<file path="src/rtl/cpu_pipe.sv">
// A-RISC pipelined core: fetch overlapped with decode/execute, one instruction per clock.
// DRAM req/ack handshake with stalls, optional branch delay slot, retired counter.
module cpu_pipe #(
    parameter int W            = 8,
    parameter int NUM_GPR      = 8,
    parameter int IAW          = 8,
    parameter int BRANCH_DELAY = 0,
    parameter int CW           = 16
) (
    input  logic           clk,
    input  logic           rstn,
    input  logic           start,
    output logic           idle,
    output logic [IAW-1:0] iram_addr,
    input  logic [15:0]    iram_dout,
    output logic           dram_req,
    output logic           dram_write,
    input  logic           dram_ack,
    output logic [W-1:0]   dram_addr,
    output logic [W-1:0]   dram_din,
    input  logic [W-1:0]   dram_dout,
    output logic [CW-1:0]  retired
);

    localparam logic [3:0] OP_ADD = 4'd1;
    localparam logic [3:0] OP_SUB = 4'd2;
    localparam logic [3:0] OP_MUL = 4'd3;
    localparam logic [3:0] OP_DV2 = 4'd4;
    localparam logic [3:0] OP_LDM = 4'd5;
    localparam logic [3:0] OP_STM = 4'd6;
    localparam logic [3:0] OP_MVR = 4'd7;
    localparam logic [3:0] OP_MVI = 4'd8;
    localparam logic [3:0] OP_BEQ = 4'd9;
    localparam logic [3:0] OP_BLT = 4'd10;
    localparam logic [3:0] OP_END = 4'd11;

    typedef enum logic {S_IDLE, S_RUN} state_t;

    state_t         state_q, state_d;
    logic [IAW-1:0] pc_q, pc_d, pc_next;
    logic [IAW-1:0] tgt_q, tgt_d;
    logic           pend_q, pend_d;
    logic [W-1:0]   di_q, di_d;
    logic [W-1:0]   ar_q, ar_d;
    logic [W-1:0]   jr_q, jr_d;
    logic [W-1:0]   gpr_q [NUM_GPR];
    logic [W-1:0]   gpr_d [NUM_GPR];
    logic [CW-1:0]  ret_q, ret_d;

    logic [3:0]     op, rd, ra, rb;
    logic [W-1:0]   imm, pc1, va, vb, alu;
    logic [W-1:0]   rf [16];
    logic signed [W-1:0] dv_t;
    logic           run, is_mem, stall, done, wr_en, taken, is_end;
    logic           redir;
    logic [IAW-1:0] redir_tgt;

    assign op     = iram_dout[3:0];
    assign rd     = iram_dout[7:4];
    assign ra     = iram_dout[11:8];
    assign rb     = iram_dout[15:12];
    assign imm    = W'($signed({ra, rb}));
    assign pc1    = W'(pc_q + IAW'(1));
    assign run    = (state_q == S_RUN);
    assign is_end = run && (op == OP_END);
    assign is_mem = run && (op == OP_LDM || op == OP_STM);
    assign stall  = is_mem && !dram_ack;
    assign done   = run && !stall;

    // Unified read view of the register map; unmapped addresses read 0.
    always_comb begin
        for (int i = 0; i < 16; i++) rf[i] = '0;
        rf[1] = W'(1);
        rf[2] = di_q;
        rf[3] = imm;
        rf[4] = ar_q;
        rf[5] = jr_q;
        rf[6] = pc1;
        for (int i = 0; i < NUM_GPR; i++) rf[7+i] = gpr_q[i];
    end

    assign va = rf[ra];
    assign vb = rf[rb];

    always_comb begin
        alu   = '0;
        wr_en = 1'b0;
        taken = 1'b0;
        dv_t  = $signed(va + {{(W-1){1'b0}}, va[W-1]});
        case (op)
            OP_ADD: begin alu = va + vb; wr_en = run; end
            OP_SUB: begin alu = va - vb; wr_en = run; end
            OP_MUL: begin alu = va * vb; wr_en = run; end
            OP_DV2: begin alu = dv_t >>> 1; wr_en = run; end
            OP_MVR: begin alu = va; wr_en = run; end
            OP_MVI: begin alu = imm; wr_en = run; end
            OP_BEQ: taken = run && (va == vb);
            OP_BLT: taken = run && ($signed(va) < $signed(vb));
            default: ;
        endcase
    end

    // In delay-slot mode the latched target is used; a branch in the slot is ignored.
    always_comb begin
        if (BRANCH_DELAY != 0) begin
            redir     = pend_q;
            redir_tgt = tgt_q;
        end else begin
            redir     = taken;
            redir_tgt = IAW'(jr_q);
        end
        if (is_end)     pc_next = '0;
        else if (stall) pc_next = pc_q;
        else if (redir) pc_next = redir_tgt;
        else            pc_next = pc_q + IAW'(1);
    end

    always_ff @(posedge clk or negedge rstn) begin
        if (!rstn) state_q <= S_IDLE;
        else       state_q <= state_d;
    end

    always_comb begin
        state_d = state_q;
        unique case (state_q)
            S_IDLE: if (start) state_d = S_RUN;
            S_RUN:  if (done && is_end) state_d = S_IDLE;
            default: state_d = S_IDLE;
        endcase
    end

    always_comb begin
        idle       = (state_q == S_IDLE);
        iram_addr  = run ? pc_next : '0;
        dram_req   = is_mem;
        dram_write = is_mem && (op == OP_STM);
        dram_addr  = ar_q;
        dram_din   = va;
        retired    = ret_q;
    end

    always_comb begin
        pc_d   = pc_q;
        pend_d = pend_q;
        tgt_d  = tgt_q;
        ret_d  = ret_q;
        di_d   = di_q;
        ar_d   = ar_q;
        jr_d   = jr_q;
        for (int i = 0; i < NUM_GPR; i++) gpr_d[i] = gpr_q[i];
        if (!run) begin
            pc_d = '0;
            if (start) ret_d = '0;
        end else begin
            pc_d = pc_next;
            if (done) ret_d = ret_q + CW'(1);
            if (BRANCH_DELAY != 0 && done) begin
                if (is_end || pend_q) begin
                    pend_d = 1'b0;
                end else if (taken) begin
                    pend_d = 1'b1;
                    tgt_d  = IAW'(jr_q);
                end
            end
            if (done && op == OP_LDM) di_d = dram_dout;
            if (done && wr_en) begin
                case (rd)
                    4'd4: ar_d = alu;
                    4'd5: jr_d = alu;
                    default: begin
                        for (int i = 0; i < NUM_GPR; i++)
                            if (rd == 4'(7 + i)) gpr_d[i] = alu;
                    end
                endcase
            end
        end
    end

    always_ff @(posedge clk or negedge rstn) begin
        if (!rstn) begin
            pc_q   <= '0;
            pend_q <= 1'b0;
            tgt_q  <= '0;
            ret_q  <= '0;
            di_q   <= '0;
            ar_q   <= '0;
            jr_q   <= '0;
            for (int i = 0; i < NUM_GPR; i++) gpr_q[i] <= '0;
        end else begin
            pc_q   <= pc_d;
            pend_q <= pend_d;
            tgt_q  <= tgt_d;
            ret_q  <= ret_d;
            di_q   <= di_d;
            ar_q   <= ar_d;
            jr_q   <= jr_d;
            for (int i = 0; i < NUM_GPR; i++) gpr_q[i] <= gpr_d[i];
        end
    end

endmodule

</file>
<file path="config.mk">
export PLATFORM = sky130hd
export DESIGN_NAME = cpu_pipe
export DESIGN_NICKNAME = d
export VERILOG_FILES = /design/src/rtl/cpu_pipe.sv
export SDC_FILE = /design/constraint.sdc
export NUM_CORES = 1
export LEC_CHECK = 0
export ABC_AREA = 1
export ABC_CLOCK_PERIOD_IN_PS = 10300
export CELL_PAD_IN_SITES_DETAIL_PLACEMENT = 0
export CELL_PAD_IN_SITES_GLOBAL_PLACEMENT = 2
export CORE_MARGIN = 5
export CORE_UTILIZATION = 36
export DETAILED_ROUTE_END_ITERATION = 7
export PLACE_DENSITY = 0.91
export SLEW_MARGIN = 30
export SYNTH_ARGS = -nofsm -noshare
export SYNTH_HDL_FRONTEND = slang
export SYNTH_SLANG_ARGS = --single-unit
export TNS_END_PERCENT = 50
</file>
<file path="constraint.sdc">
create_clock -name clk -period 10.3 [get_ports clk]
set_input_delay 2.06 -clock clk [delete_from_list [all_inputs] [get_ports clk]]
set_output_delay 2.06 -clock clk [all_outputs]
set_load 0.1 [all_outputs]
</file>
==> results_dict.tcl, run 1 <==
set metrics [dict create \
    tns_ns 0 \
    drt_iter0_drc 884 \
    crit_top_cell "nand2_1" \
    yosys-top-cells-area "dfrtp_1 (31%), nand2_1 (19%), inv_1 (7.6%), nand3_1 (6.0%), o21ai_0 (5.9%)" \
    gp_congestion 0.939 \
    cp-start-kind "input port" \
    die_h_um 168 \
    synth_flop_cell "dfrtp_1" \
    end_kind "output pin" \
    cp_top_family "buffers and inverters" \
    grt_max_degree 68 \
    coreArea_mm2 0.0249 \
    synth_top_area_share 0.314 \
    synthCells 1365 \
    max-slew-margin-rel 0.323 \
    post_cts_buffers 0 \
    wirelength_mm 33.4 \
    grt_usage 0.235 \
    cts_tree "done" \
    fmax_mhz 112 \
    yosysUniqueCellTypes 52 \
    setup_viol_count_final 0 \
    min_period_over_period 0.869 \
    post_cts_resized 0 \
    antenna_found_initial 0 \
    tightestPinTransition_ns 1.01 \
    critPathSlowestCell "clkdlybuf4s50_1" \
    grt_setup_unrepaired "no" \
    ys_seq_elements 113 \
    seq_area_frac_synth 0.314 \
    worstSkewPairLatency_ns 0.43 \
    via_per_inst 5.23 \
    drv_cap 0 \
    cts_max_path_buffers 2 \
    cts_sinks 113 \
    gr-total-overflow 0 \
    ir_drop_mv 0.187 \
    preCtsSetupSlack_ns 1.39 \
    ctsRootBufferMaster "clkbuf_16" \
    pin_count 71 \
    max_stage_delay_ns 0.88 \
    leakage_uw 0.00522 \
    status "finished clean" \
    post-route-drc-count 0 \
    synthesis.nets 1440 \
    utilization 0.425 \
    nets 1496 \
    final_common_cell "nand2_1" \
    synth.largest_area_cell "dfrtp_1" \
    drive_above_1_share 0.0753 \
    dp_hpwl_mm 24.7 \
    cp_num_buf_inv 6 \
    htree_levels 4 \
    drv_slew 0 \
    ant_nets 0 \
    start_util 0.362 \
    worstHoldPathType "flip-flop to flip-flop" \
    port_buffers 70 \
    syn_avg_cell_area_um2 6.60 \
    clkTransAtPathRegs_ns 0.06 \
    fp.dieW_um 168 \
    synth_warnings 0 \
    finalHoldViolCount 0 \
    setup_ws_ns 1.35 \
    cp.arrival_ns 6.89 \
    path_max_fanout 23 \
    num_rows 58 \
    grt_pass1_wl_mm 51.6 \
    required_ns 8.24 \
    cts_hold_buf 0 \
    grt_pass1_vias 8801 \
    num_antenna_cells 0 \
    netlist_area_mm2 0.00901 \
    areaGrowthSynthToFinish_pct 17.3 \
    final_cell_mix "nand2_1 (464), inv_1 (183), dfrtp_1 (113)" \
    dr.pass1.iters 7 \
    crit_chain "clkdlybuf4s50_1 -> nor2_2 -> buf_4 -> nand3_1 -> nand2_1 -> nand2_2 -> nand2_4 -> inv_1 -> ha_1 -> inv_1 -> a21oi_1 -> nor3_1 -> nor4_1 -> o21ai_1 -> nand2_1 -> nand2_1 -> inv_1 -> nand2_1 -> a31oi_1 -> buf_4" \
    clock_skew_ns 0.0103 \
    die-area_mm2 0.0283 \
    async_flop_share 1.00 \
    power.density_mw_per_mm2 262 \
    dr_total_vias 9231 \
    numCtsBuffers 17 \
    synth_edf_count 0 \
    wl_per_cell_um 18.9 \
    finalCriticalPeriod_ns 8.95 \
    critical_path_class "input port to output pin" \
]
[worst register-to-register path: cells and delay by family (launching register included)]
| kind | cells | cell delay (ns) |
|---|---|---|
| and+or+nand+nor | 20 | 2.13 |
| adders and majority gates | 6 | 2.16 |
| buffers and inverters | 7 | 0.65 |
| AOI/OAI and AO/OA | 1 | 0.30 |
| DFF | 1 | 0.52 |
[area by class of cell]
cell class | instances | area, um^2
Timing Repair Buffer | 84 | 778
Clock buffer | 23 | 478
Clock inverter | 9 | 153
Multi-Input combinational cell | 1006 | 5170
Inverter | 199 | 749
Fill cell | 2654 | 14300
Sequential cell | 113 | 2830
Tap cell | 330 | 413
[stage by stage]
stage	cells	area (um^2)	total power [uW]	hold slack (ns)
floorplan	1365	9010	1710	0.449
global placement	1732	9940	2120	0.460
detailed placement	1732	9940	2120	0.463
CTS	1764	10600	2780	0.476
global route	1764	10600	2950	0.511
finish	1764	10600	2770	0.473
[routing by layer]
layer	wire length (um)	share of wire	GRT usage
met2	15400	0.46	0.375
met5	0	0	0
met3	2460	0.074	0.0491
met1	14700	0.44	0.322
met4	782	0.023	0.0677
[Yosys cell counts (5+ instances only)]
master      n
a21oi_1    73
buf_2      11
a31oi_1     9
nand4_1    10
nand2_2     8
nor2_1     78
buf_4       9
dfrtp_1   113
o211ai_1   11
ha_1       33
inv_1     183
nand3_1   108
mux2_2      7
nand2_1   464
o21ai_0   106
o21ai_1    14
clkbuf_1   18
inv_2      12
nor3_1     14
nor2_2      5
buf_6       7
fa_1       14
[cell families after synthesis]
family | share of synthesized area
buf+inv | 0.114
compound gates | 0.147
simple gates | 0.334
flops | 0.314
fa+ha+maj | 0.0769
mux | 0.00875
xor+xnor | 0.00583
[path summary, 6_finish.rpt]
kind	slack (ns)	startpoint	end	depth (start not counted)
setup / recovery	1.35	iram_dout[8]	iram_addr[3]	20
hold / removal	0.47	retired[15]$_DFFE_PN0P_	retired[15]$_DFFE_PN0P_	1
setup reg to reg	4.46	pc_q[0]$_DFF_PN0_	gpr_q[23]$_DFFE_PN0P_	34
hold reg to reg	0.47	retired[15]$_DFFE_PN0P_	retired[15]$_DFFE_PN0P_	1
max in group asynchronous	7.33	rstn	di_q[7]$_DFFE_PN0P_	2
min in group asynchronous	1.69	rstn	gpr_q[18]$_DFFE_PN0P_	1
[power breakdown]
group	internal, uW	total (uW)	switching (uW)	leakage [uW]
logic	384	1400	1010	0.00348
registers	597	728	131	0.00143
clock network	424	644	221	0.000312
total	1400	2770	1370	0.00522
[sequential cells by signal, indices dropped and copies added, names as in the netlist]
name	count
run	1
dram_addr	8
jr_q	8
di_q	8
retired	16
pc_q	8
gpr_q	64
Power figures use the tool's default switching activity.
==> inputs of run 2 (changes only) <==
==> constraint.sdc (replaced) <==
create_clock -name clk -period 10.3 [get_ports clk]
set_input_delay 2.06 -clock clk [delete_from_list [all_inputs] [get_ports clk]]
set_output_delay 2.06 -clock clk [all_outputs]
set_load 0.005 [all_outputs]
==> results_dict.tcl, run 2 (synthesis gave the netlist of run 1 again) <==
set metrics [dict create \
    status "finished clean" \
    coreArea_mm2 0.0249 \
    cp_num_buf_inv 5 \
    final_common_cell "nand2_1" \
    critPathSlowestCell "clkdlybuf4s50_1" \
    cts_tree "done" \
    htree_levels 4 \
    finish.instance_area_mm2 0.0106 \
    wirelength_mm 33.1 \
    tns_ns 0 \
    power.density_mw_per_mm2 228 \
    final_cell_mix "nand2_1 (464), inv_1 (183), dfrtp_1 (113)" \
    cp.arrival_ns 6.88 \
    cp-start-kind "input port" \
    die-area_mm2 0.0283 \
    antenna_found_initial 0 \
    ctsRootBufferMaster "clkbuf_16" \
    dr_total_vias 9167 \
    path_max_fanout 15 \
    ir_drop_mv 0.134 \
    required_ns 8.24 \
    min_period_over_period 0.868 \
    max_stage_delay_ns 0.77 \
    grt_pass1_vias 8871 \
    clock_skew_ns 0.00991 \
    largest_reg_flops 64 \
    wl_per_cell_um 18.8 \
    path_depth 17 \
    critical_path_class "input port to output pin" \
    worstSkewPairLatency_ns 0.42 \
    drv_slew 0 \
    grt_pass1_wl_mm 51.7 \
    die_h_um 168 \
    post-route-drc-count 0 \
    dr.pass1.iters 7 \
    drt_iter0_drc 758 \
    drive_above_1_share 0.0684 \
    gp_congestion 0.949 \
    worstHoldPathCells 1 \
    cp_top_family "simple AND/OR/NAND/NOR gates" \
    top_register "gpr_q" \
    cts_hold_buf 0 \
    post_cts_resized 0 \
    grt_setup_unrepaired "no" \
    numCtsBuffers 17 \
    grt_max_degree 68 \
    nets 1495 \
    post_cts_buffers 0 \
    clkTransAtPathRegs_ns 0.06 \
    post_dp_cell_area_mm2 0.00995 \
    areaGrowthSynthToFinish_pct 17.3 \
    grt_usage 0.236 \
    crit_chain "clkdlybuf4s50_1 -> nor2_2 -> buf_4 -> nand3_1 -> nand2_1 -> nand2_2 -> nand2_4 -> inv_1 -> ha_1 -> nor4_1 -> a21oi_1 -> nor4_1 -> nand2_1 -> inv_1 -> nand2_1 -> a31oi_1 -> clkdlybuf4s50_1" \
    gr-total-overflow 0 \
    finalHoldViolCount 0 \
    ant_nets 0 \
    num_rows 58 \
    end_kind "output pin" \
    drv_cap 0 \
    dp_hpwl_mm 24.4 \
    port_buffers 70 \
    pin_count 71 \
    max-slew-margin-rel 0.381 \
    cts_sinks 113 \
    fp.dieW_um 168 \
    num_antenna_cells 0 \
    tightestPinTransition_ns 0.926 \
    rr_worst_depth 25 \
    leakage_uw 0.00519 \
    crit_top_cell "nand2_1" \
    start_util 0.362 \
    finalCriticalPeriod_ns 8.94 \
    fmax_mhz 112 \
    cts_max_path_buffers 2 \
    setup_viol_count_final 0 \
    via_per_inst 5.20 \
    worstHoldPathType "flip-flop to flip-flop" \
]
## run 2: cell types whose count changed in the layout (fill, tap and decap cells not counted)
| cell | delta |
|---|---|
| clkdlybuf4s50_1 | +8 |
| clkinvlp_4 | +2 |
| nor3_4 | +1 |
| clkbuf_1 | +1 |
| buf_4 | -10 |
| clkbuf_8 | -2 |
| buf_6 | +1 |
| nor3_2 | -1 |
| inv_6 | -1 |
## run 2: report_power, final
group	switching, uW	internal, uW
sequential	130	597
combinational	665	388
clock	223	410
total	1020	1400
## run 2: routing by layer
layer	global-route usage	wire length, um	up-vias	part of all wire
met1	0.323	14900	4270	0.45
met3	0.0458	2150	59	0.065
met4	0.0896	1090	0	0.033
li1	-	-	4501	-
met2	0.369	15000	337	0.45
met5	0	0	-	0
## run 2: area by class of cell
class | instances | area, um^2
fillers | 2623 | 14300
multi-input cells | 1006 | 5170
flip-flops and latches | 113 | 2830
repair buffers | 83 | 795
inverters | 199 | 749
clock buffers | 22 | 454
well taps | 330 | 413
clock inverters | 10 | 159
## run 2: path summary, 6_finish.rpt
check | startpoint | to | slack, ns
setup / recovery | iram_dout[8] | iram_addr[3] | 1.36
setup reg to reg | pc_q[0]$_DFF_PN0_ | gpr_q[46]$_DFFE_PN0P_ | 4.39
hold reg to reg | retired[15]$_DFFE_PN0P_ | retired[15]$_DFFE_PN0P_ | 0.48
max in group asynchronous | rstn | gpr_q[32]$_DFFE_PN0P_ | 7.51
min in group asynchronous | rstn | gpr_q[18]$_DFFE_PN0P_ | 1.63
hold / removal | retired[15]$_DFFE_PN0P_ | retired[15]$_DFFE_PN0P_ | 0.48
## run 2: through the flow
step	std cells	hold slack (ns)	setup slack (ns)	util	power, uW
floorplan	1365	0.449	3.53	-	1360
finish	1763	0.480	1.36	0.425	2410
global route	1763	0.502	0.877	0.425	2600
global placement	1731	0.465	1.50	0.400	1780
CTS	1763	0.484	1.39	0.424	2420
detailed placement	1731	0.473	1.42	0.400	1780
==> inputs of run 3 (changes only) <==
==> constraint.sdc (replaced) <==
create_clock -name clk -period 10.3 [get_ports clk]
set_input_delay 1.545 -clock clk [delete_from_list [all_inputs] [get_ports clk]]
set_output_delay 1.545 -clock clk [all_outputs]
set_load 0.005 [all_outputs]
==> results_dict.tcl, run 3 (synthesis gave the netlist of run 1 again) <==
set metrics [dict create \
    status "finished clean" \
    num_rows 58 \
    coreArea_mm2 0.0249 \
    end_kind "output pin" \
    wl_per_cell_um 18.6 \
    nets 1495 \
    dr_total_vias 9189 \
    post-route-drc-count 0 \
    finalCriticalPeriod_ns 8.50 \
    worstHoldPathCells 2 \
    hold_ws_ns 0.480 \
    r2r-start "pc_q[0]$_DFF_PN0_" \
    finish.instance_area_mm2 0.0106 \
    power.density_mw_per_mm2 231 \
    grt_setup_unrepaired "no" \
    instances_no_fill 1763 \
    drv_cap 0 \
    cts_tree "done" \
    rr_worst_depth 25 \
    cts_max_path_buffers 2 \
    drt_iter0_drc 713 \
    tightestPinTransition_ns 0.867 \
    die-area_mm2 0.0283 \
    final_cell_mix "nand2_1 (464), inv_1 (183), dfrtp_1 (113)" \
    final_common_cell "nand2_1" \
    areaGrowthSynthToFinish_pct 17.7 \
    cts_sinks 113 \
    pin_count 71 \
    cp.arrival_ns 6.95 \
    drv_slew 0 \
    path_max_fanout 24 \
    tns_ns 0 \
    htree_levels 4 \
    post_dp_cell_area_mm2 0.00995 \
    post_cts_buffers 0 \
    die_h_um 168 \
    max-slew-margin-rel 0.422 \
    hp-start "gpr_q[38]$_DFFE_PN0P_" \
    clock_skew_ns 0.00843 \
    min_period_over_period 0.825 \
    wirelength_mm 32.8 \
    gr-total-overflow 0 \
    grt_max_degree 68 \
    dp_hpwl_mm 24.1 \
    worstSetupStartpoint "iram_dout[8]" \
    top_register "gpr_q" \
    grt_pass1_wl_mm 52.0 \
    port_buffers 70 \
    drive_above_1_share 0.0698 \
    setup_viol_count_final 0 \
    required_ns 8.76 \
    dr.pass1.iters 5 \
    fp.dieW_um 168 \
    regToRegSetupSlack_ns 4.44 \
    worstHoldPathType "flip-flop to flip-flop" \
    ir_drop_mv 0.149 \
    grt_pass1_vias 9033 \
    cp-start-kind "input port" \
    leakage_uw 0.00521 \
    num_antenna_cells 0 \
    ant_nets 0 \
    clkTransAtPathRegs_ns 0.05 \
    numCtsBuffers 17 \
    antenna_found_initial 0 \
    start_util 0.362 \
    grt_usage 0.233 \
    worstSkewPairLatency_ns 0.42 \
    via_per_inst 5.21 \
    cts_hold_buf 0 \
    finalHoldViolCount 0 \
    post_cts_resized 0 \
    fmax_mhz 118 \
    ctsRootBufferMaster "clkbuf_16" \
    gp_congestion 0.926 \
    place_inst 1731 \
    largest_reg_flops 64 \
    critical_path_class "input port to output pin" \
]
run 3: final timing paths:
kind / endpoint
setup / recovery: iram_addr[3]
hold / removal: gpr_q[38]$_DFFE_PN0P_
setup reg to reg: gpr_q[22]$_DFFE_PN0P_
hold reg to reg: gpr_q[38]$_DFFE_PN0P_
max in group asynchronous: di_q[6]$_DFFE_PN0P_
min in group asynchronous: gpr_q[20]$_DFFE_PN0P_
run 3: final cells by class:
| type | count | area [um^2] |
|---|---|---|
| Timing Repair Buffer | 83 | 791 |
| Fill cell | 2616 | 14300 |
| Tap cell | 330 | 413 |
| Sequential cell | 113 | 2830 |
| Multi-Input combinational cell | 1006 | 5170 |
| Clock inverter | 12 | 205 |
| Clock buffer | 20 | 457 |
| Inverter | 199 | 749 |
run 3: report_power, final:
group          internal, uW  switching (uW)  total [uW]  leakage, uW
registers               597             124         722      0.00143
logic                   392             664        1060      0.00346
clock network           444             230         674     0.000317
run 3: worst max-delay path, cell delays in order:
cell             delay [ns]
clkdlybuf4s50_1        0.75
buf_4                  0.40
nor2_2                 0.40
buf_4                  0.30
nand2_1                0.07
nand3_1                0.10
nor2_1                 0.08
nor2_1                 0.31
nor2_4                 0.12
inv_4                  0.16
ha_1                   0.20
inv_1                  0.06
fa_1                   0.41
inv_1                  0.06
nor2_1                 0.05
nor2_1                 0.10
nor2_1                 0.05
a21oi_1                0.13
inv_1                  0.10
nand2_1                0.06
o21ai_1                0.06
nand2_1                0.08
nand2_1                0.26
inv_1                  0.22
nand2_1                0.07
a31oi_1                0.23
clkdlybuf4s50_1        0.54
run 3: metal layers:
metal  track usage  up-vias  routed length (um)
met1         0.316     4368               15000
li1              -     4490                   -
met3        0.0390       49                1620
met2         0.384      282               15500
met4        0.0677        0                 719
met5             0        -                   0
run 3: through the flow:
step | setup slack (ns) | total power, uW | utilization
detailed placement | 1.88 | 1770 | 0.400
floorplan | 4.30 | 1360 | -
finish | 1.80 | 2450 | 0.426
global route | 1.48 | 2630 | 0.426
global placement | 1.92 | 1760 | 0.399
CTS | 1.88 | 2450 | 0.426
